[src/rtl/fuzz_pkg.sv]
// Shared types and constants for the satellite fuzzer wrapper.
// The abort status code is consumed by the wrapper's status/report logic.
package fuzz_pkg;

  typedef enum logic [1:0] {
    IDLE  = 2'd0,
    GRANT = 2'd1,
    ABORT = 2'd2
  } arb_state_e;

  localparam logic [31:0] ABORT_STATUS = 32'hA807_0000;

endpackage

[src/rtl/wb_fuzz_arbiter_rr_pick.sv]
// Combinational round-robin picker: first requester after last_idx, with wrap.
// pick_valid is low when no request is present; the other outputs are then zero.
module rr_pick #(
  parameter int N  = 2,
  parameter int IW = $clog2(N)
) (
  input  logic [N-1:0]  req,
  input  logic [IW-1:0] last_idx,
  output logic [N-1:0]  pick_onehot,
  output logic [IW-1:0] pick_idx,
  output logic          pick_valid
);

  always_comb begin : pick
    logic [IW-1:0] cand;
    cand        = '0;
    pick_onehot = '0;
    pick_idx    = '0;
    pick_valid  = 1'b0;
    for (int k = 1; k <= N; k++) begin
      cand = IW'((int'(last_idx) + k) % N);
      if (!pick_valid && req[cand]) begin
        pick_valid        = 1'b1;
        pick_onehot[cand] = 1'b1;
        pick_idx          = cand;
      end
    end
  end

endmodule

[src/rtl/wb_fuzz_arbiter.sv]
// Round-robin Wishbone arbiter sharing one slave IP among fuzz masters, with
// time-slice preemption at transfer boundaries and a per-transfer watchdog abort.
module wb_fuzz_arbiter #(
  parameter int NUM_MASTERS    = 2,
  parameter int ADDR_WIDTH     = 32,
  parameter int DATA_WIDTH     = 32,
  parameter int SLICE_CYCLES   = 64,
  parameter int TIMEOUT_CYCLES = 100
) (
  input  logic                                  clk,
  input  logic                                  rst_n,
  input  logic [NUM_MASTERS-1:0]                cfg_enable,
  input  logic [NUM_MASTERS-1:0]                m_cyc,
  input  logic [NUM_MASTERS-1:0]                m_stb,
  input  logic [NUM_MASTERS-1:0]                m_we,
  input  logic [NUM_MASTERS*ADDR_WIDTH-1:0]     m_adr,
  input  logic [NUM_MASTERS*DATA_WIDTH-1:0]     m_wdat,
  input  logic [NUM_MASTERS*DATA_WIDTH/8-1:0]   m_sel,
  output logic [NUM_MASTERS-1:0]                m_ack,
  output logic [NUM_MASTERS-1:0]                m_err,
  output logic [DATA_WIDTH-1:0]                 m_rdat,
  output logic                                  s_cyc,
  output logic                                  s_stb,
  output logic                                  s_we,
  output logic [ADDR_WIDTH-1:0]                 s_adr,
  output logic [DATA_WIDTH-1:0]                 s_wdat,
  output logic [DATA_WIDTH/8-1:0]               s_sel,
  input  logic                                  s_ack,
  input  logic                                  s_err,
  input  logic [DATA_WIDTH-1:0]                 s_rdat,
  output logic [NUM_MASTERS-1:0]                grant,
  output logic                                  timeout_pulse,
  output logic [7:0]                            timeout_count,
  output logic [$clog2(NUM_MASTERS)-1:0]        timeout_master,
  output logic [1:0]                            dbg_state
);
  import fuzz_pkg::*;

  // Handshake: a master transfer is in flight while its cyc&stb are high and it
  // owns the grant; it completes in the cycle s_ack or s_err is seen high.
  localparam int IW   = $clog2(NUM_MASTERS);
  localparam int SELW = DATA_WIDTH / 8;
  localparam int SW   = $clog2(SLICE_CYCLES + 1);
  localparam int WW   = $clog2(TIMEOUT_CYCLES + 1);
  localparam logic [SW-1:0] SLICE_MAX  = SW'(SLICE_CYCLES);
  localparam logic [WW-1:0] WD_LAST    = WW'(TIMEOUT_CYCLES - 1);
  localparam logic [IW-1:0] LAST_RESET = IW'(NUM_MASTERS - 1);

  arb_state_e             state_q, state_d;
  logic [NUM_MASTERS-1:0] grant_q, grant_d;
  logic [IW-1:0]          gidx_q, gidx_d;
  logic [IW-1:0]          last_q, last_d;
  logic [SW-1:0]          slice_q, slice_d;
  logic [WW-1:0]          wd_q, wd_d;
  logic [7:0]             tcount_q, tcount_d;
  logic [IW-1:0]          tmaster_q, tmaster_d;

  logic [NUM_MASTERS-1:0] req;
  logic [NUM_MASTERS-1:0] pick_onehot;
  logic [IW-1:0]          pick_idx;
  logic                   pick_valid;
  logic                   g_cyc, g_stb, wd_wait, other_req, release_now;

  logic [ADDR_WIDTH-1:0]  adr_arr  [NUM_MASTERS];
  logic [DATA_WIDTH-1:0]  wdat_arr [NUM_MASTERS];
  logic [SELW-1:0]        sel_arr  [NUM_MASTERS];

  for (genvar i = 0; i < NUM_MASTERS; i++) begin : g_unpack
    assign adr_arr[i]  = m_adr[i*ADDR_WIDTH +: ADDR_WIDTH];
    assign wdat_arr[i] = m_wdat[i*DATA_WIDTH +: DATA_WIDTH];
    assign sel_arr[i]  = m_sel[i*SELW +: SELW];
  end

  assign req = m_cyc & cfg_enable;

  rr_pick #(
    .N  (NUM_MASTERS),
    .IW (IW)
  ) u_pick (
    .req         (req),
    .last_idx    (last_q),
    .pick_onehot (pick_onehot),
    .pick_idx    (pick_idx),
    .pick_valid  (pick_valid)
  );

  assign g_cyc     = m_cyc[gidx_q];
  assign g_stb     = m_stb[gidx_q];
  assign other_req = |(req & ~grant_q);

  // Bus mux: the slave only ever sees the registered grantee, and only in GRANT.
  always_comb begin
    s_cyc  = 1'b0;
    s_stb  = 1'b0;
    s_we   = 1'b0;
    s_adr  = '0;
    s_wdat = '0;
    s_sel  = '0;
    m_ack  = '0;
    m_err  = '0;
    if (state_q == GRANT) begin
      s_cyc  = g_cyc;
      s_stb  = g_stb;
      s_we   = m_we[gidx_q];
      s_adr  = adr_arr[gidx_q];
      s_wdat = wdat_arr[gidx_q];
      s_sel  = sel_arr[gidx_q];
      m_ack  = grant_q & {NUM_MASTERS{s_ack}};
      m_err  = grant_q & {NUM_MASTERS{s_err}};
    end else if (state_q == ABORT) begin
      m_err  = grant_q;
    end
  end

  assign m_rdat         = (|grant_q) ? s_rdat : '0;
  assign grant          = grant_q;
  assign timeout_pulse  = (state_q == ABORT);
  assign timeout_count  = tcount_q;
  assign timeout_master = tmaster_q;
  assign dbg_state      = state_q;

  assign wd_wait = s_stb & ~s_ack & ~s_err;

  // Voluntary drop, slice expiry or a disabled grantee all hand over only
  // between transfers (stb low), so no in-flight beat is ever cut.
  assign release_now = !g_cyc ||
                       (!g_stb && ((slice_q == SLICE_MAX && other_req) || !cfg_enable[gidx_q]));

  always_comb begin
    state_d   = state_q;
    grant_d   = grant_q;
    gidx_d    = gidx_q;
    last_d    = last_q;
    slice_d   = slice_q;
    wd_d      = wd_q;
    tcount_d  = tcount_q;
    tmaster_d = tmaster_q;
    unique case (state_q)
      IDLE: begin
        slice_d = '0;
        wd_d    = '0;
        if (pick_valid) begin
          grant_d = pick_onehot;
          gidx_d  = pick_idx;
          state_d = GRANT;
        end
      end
      GRANT: begin
        slice_d = (slice_q == SLICE_MAX) ? slice_q : slice_q + 1'b1;
        wd_d    = wd_wait ? wd_q + 1'b1 : '0;
        if (g_cyc && wd_wait && wd_q == WD_LAST) begin
          state_d   = ABORT;
          wd_d      = '0;
          tcount_d  = (tcount_q == 8'hFF) ? tcount_q : tcount_q + 8'd1;
          tmaster_d = gidx_q;
        end else if (release_now) begin
          state_d = IDLE;
          grant_d = '0;
          last_d  = gidx_q;
        end
      end
      ABORT: begin
        state_d = IDLE;
        grant_d = '0;
        last_d  = gidx_q;
      end
      default: begin
        state_d = IDLE;
        grant_d = '0;
      end
    endcase
  end

  always_ff @(posedge clk or negedge rst_n) begin
    if (!rst_n) begin
      state_q   <= IDLE;
      grant_q   <= '0;
      gidx_q    <= '0;
      last_q    <= LAST_RESET;
      slice_q   <= '0;
      wd_q      <= '0;
      tcount_q  <= '0;
      tmaster_q <= '0;
    end else begin
      state_q   <= state_d;
      grant_q   <= grant_d;
      gidx_q    <= gidx_d;
      last_q    <= last_d;
      slice_q   <= slice_d;
      wd_q      <= wd_d;
      tcount_q  <= tcount_d;
      tmaster_q <= tmaster_d;
    end
  end

endmodule

[config.mk]
export PLATFORM = sky130hd
export DESIGN_NAME = wb_fuzz_arbiter
export DESIGN_NICKNAME = d
export VERILOG_FILES = /design/src/rtl/fuzz_pkg.sv /design/src/rtl/wb_fuzz_arbiter_rr_pick.sv /design/src/rtl/wb_fuzz_arbiter.sv
export SDC_FILE = /design/constraint.sdc
export NUM_CORES = 1
export LEC_CHECK = 0
export ABC_AREA = 1
export CORE_AREA = 8 8 111 113
export CTS_BUF_LIST = sky130_fd_sc_hd__clkbuf_4
export CTS_CLUSTER_SIZE = 40
export DETAILED_ROUTE_END_ITERATION = 8
export DIE_AREA = 0 0 119 121
export GPL_TIMING_DRIVEN = 1
export PLACE_DENSITY = 0.86
export SYNTH_ARGS = -nofsm -noshare
export SYNTH_HDL_FRONTEND = slang
export SYNTH_SLANG_ARGS = --single-unit
[constraint.sdc]
create_clock -name clk -period 1.8 [get_ports clk]
set_input_delay 0.54 -clock clk [delete_from_list [all_inputs] [get_ports clk]]
set_output_delay 0.54 -clock clk [all_outputs]
set_load 0.005 [all_outputs]
==> results.cfg <==
[cells_and_area]
stdcell_count = 1060
final_cell_mix = clkdlybuf4s50_1 (180), nand2_1 (154), buf_2 (92)
final_common_cell = clkdlybuf4s50_1
utilization_pct = 74.53
drive_above_1_share_pct = 46.63
syn_to_final_growth_pct = 171.8
num-nets-final = 1103
diodes = 0
fin_area_um2 = 7903

[critical_path]
crit_fanout = 7
crit_chain = nor2_8, inv_8, buf_12, clkbuf_16, a21oi_2, buf_2
start_kind = flip-flop
slowest_stage = dfrtp_2
max_stage_delay_ns = 0.48
path_class = reg2out
cp-end-kind = output pin
worstPathRequired_ns = 1.26
cp_data_arrival_time_ns = 1.64

[floorplan]
dieArea_um2 = 14400
io_pins = 301
dieWidth_um = 119
rows = 38
die_h_um = 121
core_area_um2 = 10600
initial_core_util_pct = 27.43

[clock_network]
cts_hold_buf = 0
htreeDepth = 2
clockBufferDepth = 2
cts_tree = done
cts_root_buf = clkbuf_4
cts_sinks = 29
clkSlewWorstSetupHoldPaths_ns = 0.11
insertion_delay_ns = 0.35
cts_made_buffers = 5

[placed_design]
dpl_cell_area_um2 = 6481
gp_congestion = 0.8718
port_buffers = 300
post-dp-hpwl_um = 13810
dp_cells = 983

[timing]
fmax_mhz = 459.6
finalCriticalPeriod_ns = 2.176
finalSetupTns_ns = -28.85
slew_headroom_pct = 73.27
worst_slack_ns = -0.3758
finalSetupViolCount = 121
skew_ns = 0.02385
fin_crit_sh_pct = 120.9
tightest_slew_ns = 0.4009
final_max_slew_viol_count = 0
rsz0062_at_grt = yes
hold_viol = 0

[global_route]
met1_usage_pct = 25.18
grt_pass1_vias = 5163
top_usage_layer = met2
grt_use_total_pct = 24.63
met2_usage_pct = 47.00
overflow = 0
grt_first_pass_wirelength_um = 28280
met3_usage_pct = 8.236
antenna_found_initial = 1
grt_max_degree = 30

[pwr]
power_w = 0.008380
cellPowerDensity_nw_per_um2 = 1060
p_leak_nw = 3.945
ir_drop_uv = 645.9

[synthesis]
synth_warnings = 0
netlist_instances = 515
synth_cell_types = 28
ys_ff_latch = 29
synth-seq-area-share_pct = 25.00
synth_top_area_share_pct = 26.98
synth.top_cells.by_area = nand2_1 (27%), dfrtp_1 (24%), a21oi_1 (12%)
synthesis.area_um2 = 2908
yosysTopAreaCell = nand2_1
syn_area_per_cell_um2 = 5.646
syn_nets = 699

[route]
drc = 0
dr.pass1.iters = 7
drt_iter0_markers = 267
drt-total-wl_um = 21060
num_vias = 5241
final_antenna_net_count = 0
via_per_inst = 4.944
routedWlPerCell_um = 19.86

[hold_path]
hp-class = reg2reg

[run]
maxCapViolations = 0

[run_status]
violations = negative setup slack
outcome = finished, violations left
==> Yosys cell counts, drive strengths merged <==
cell type  instances
dfstp              1
nand4              3
o21ai             13
a21boi             1
o211ai             1
nor3               8
a21oi             71
nand2            211
ha                 4
clkbuf            16
xnor2              4
nor2              51
inv               57
buf               12
nand3b             1
dfrtp             28
nand3             20
a41oi              1
xor2              10
o22ai              2
==> flip-flops by register name (all words and copies together), names as in the netlist <==
| signal | flops |
|---|---|
| dbg_state | 2 |
| gidx_q | 1 |
| grant | 2 |
| last_q | 1 |
| slice_q | 7 |
| timeout_count | 8 |
| timeout_master | 1 |
| wd_q | 7 |
==> final timing paths <==
| kind | start | end | slack (ns) | cells after the start |
|---|---|---|---|---|
| max in group asynchronous | rst_n | last_q$_DFFE_PN1P_ | 1.01 | 2 |
| min | last_q$_DFFE_PN1P_ | last_q$_DFFE_PN1P_ | 0.49 | 2 |
| max reg2reg | gidx_q$_DFFE_PN0P_ | grant[1]$_DFFE_PN0P_ | -0.26 | 14 |
| max | dbg_state[1]$_DFFE_PN0P_ | s_wdat[2] | -0.38 | 6 |
| min in group asynchronous | rst_n | wd_q[4]$_DFFE_PN0P_ | 0.55 | 2 |
| min reg2reg | last_q$_DFFE_PN1P_ | last_q$_DFFE_PN1P_ | 0.49 | 2 |
==> worst max-delay path, delay by kind of cell (launching register included) <==
family,cells,cell delay [ns]
buffers and inverters,4,0.53
AND/OR/NAND/NOR,1,0.16
AO/OA/AOI/OAI,1,0.11
flip-flops,1,0.48
==> final cells by class <==
type	count	area (um2)
multi-input cells	401	2577
repair buffers	425	4109
flip-flops and latches	29	733.2
well taps	140	175.2
fillers	690	2700
clock inverters	2	33.78
clock buffers	6	45.04
inverters	57	229.0
==> per-layer routing <==
layer  share of wire (%)  up-vias
met1                  35     2452
met3                 8.3       63
met2                  53      305
met4                 3.4        2
li1                    -     2419
met5               0.062        -
==> kinds of logic (layout without fill, tap and decap cells) <==
logic type	after synthesis	after routing	share of synthesized area, %
simple gates	294	294	40.66
xor+xnor	14	14	4.217
fa+ha+maj	4	4	1.721
compound gates	89	89	16.61
flops	29	29	25.00
buf+inv	85	490	11.79
==> per-stage QoR <==
stage,worst slack (ns),hold slack (ns)
after floorplan,0.02555,0.2444
after global placement,-0.6912,0.4580
after detailed placement,-0.6879,0.4725
after CTS,-0.3716,0.4874
after global routing,-0.4379,0.5127
final,-0.3758,0.4857
==> power by group <==
group | switching, W | total (W) | internal, W
registers | 0.0000843 | 0.000811 | 0.000727
logic | 0.00333 | 0.00701 | 0.00369
clock network | 0.000252 | 0.000556 | 0.000304
total | 0.00366 | 0.00838 | 0.00472
==> timing repair <==
item                                    in CTS  in global routing
pin swaps                                   31                 28
cloned                                      11                  4
endpoints found under the setup margin     129                137
resized for setup                          615                183
setup buffers                               51                 22
No activity file was read; power rests on OpenSTA's default activity.
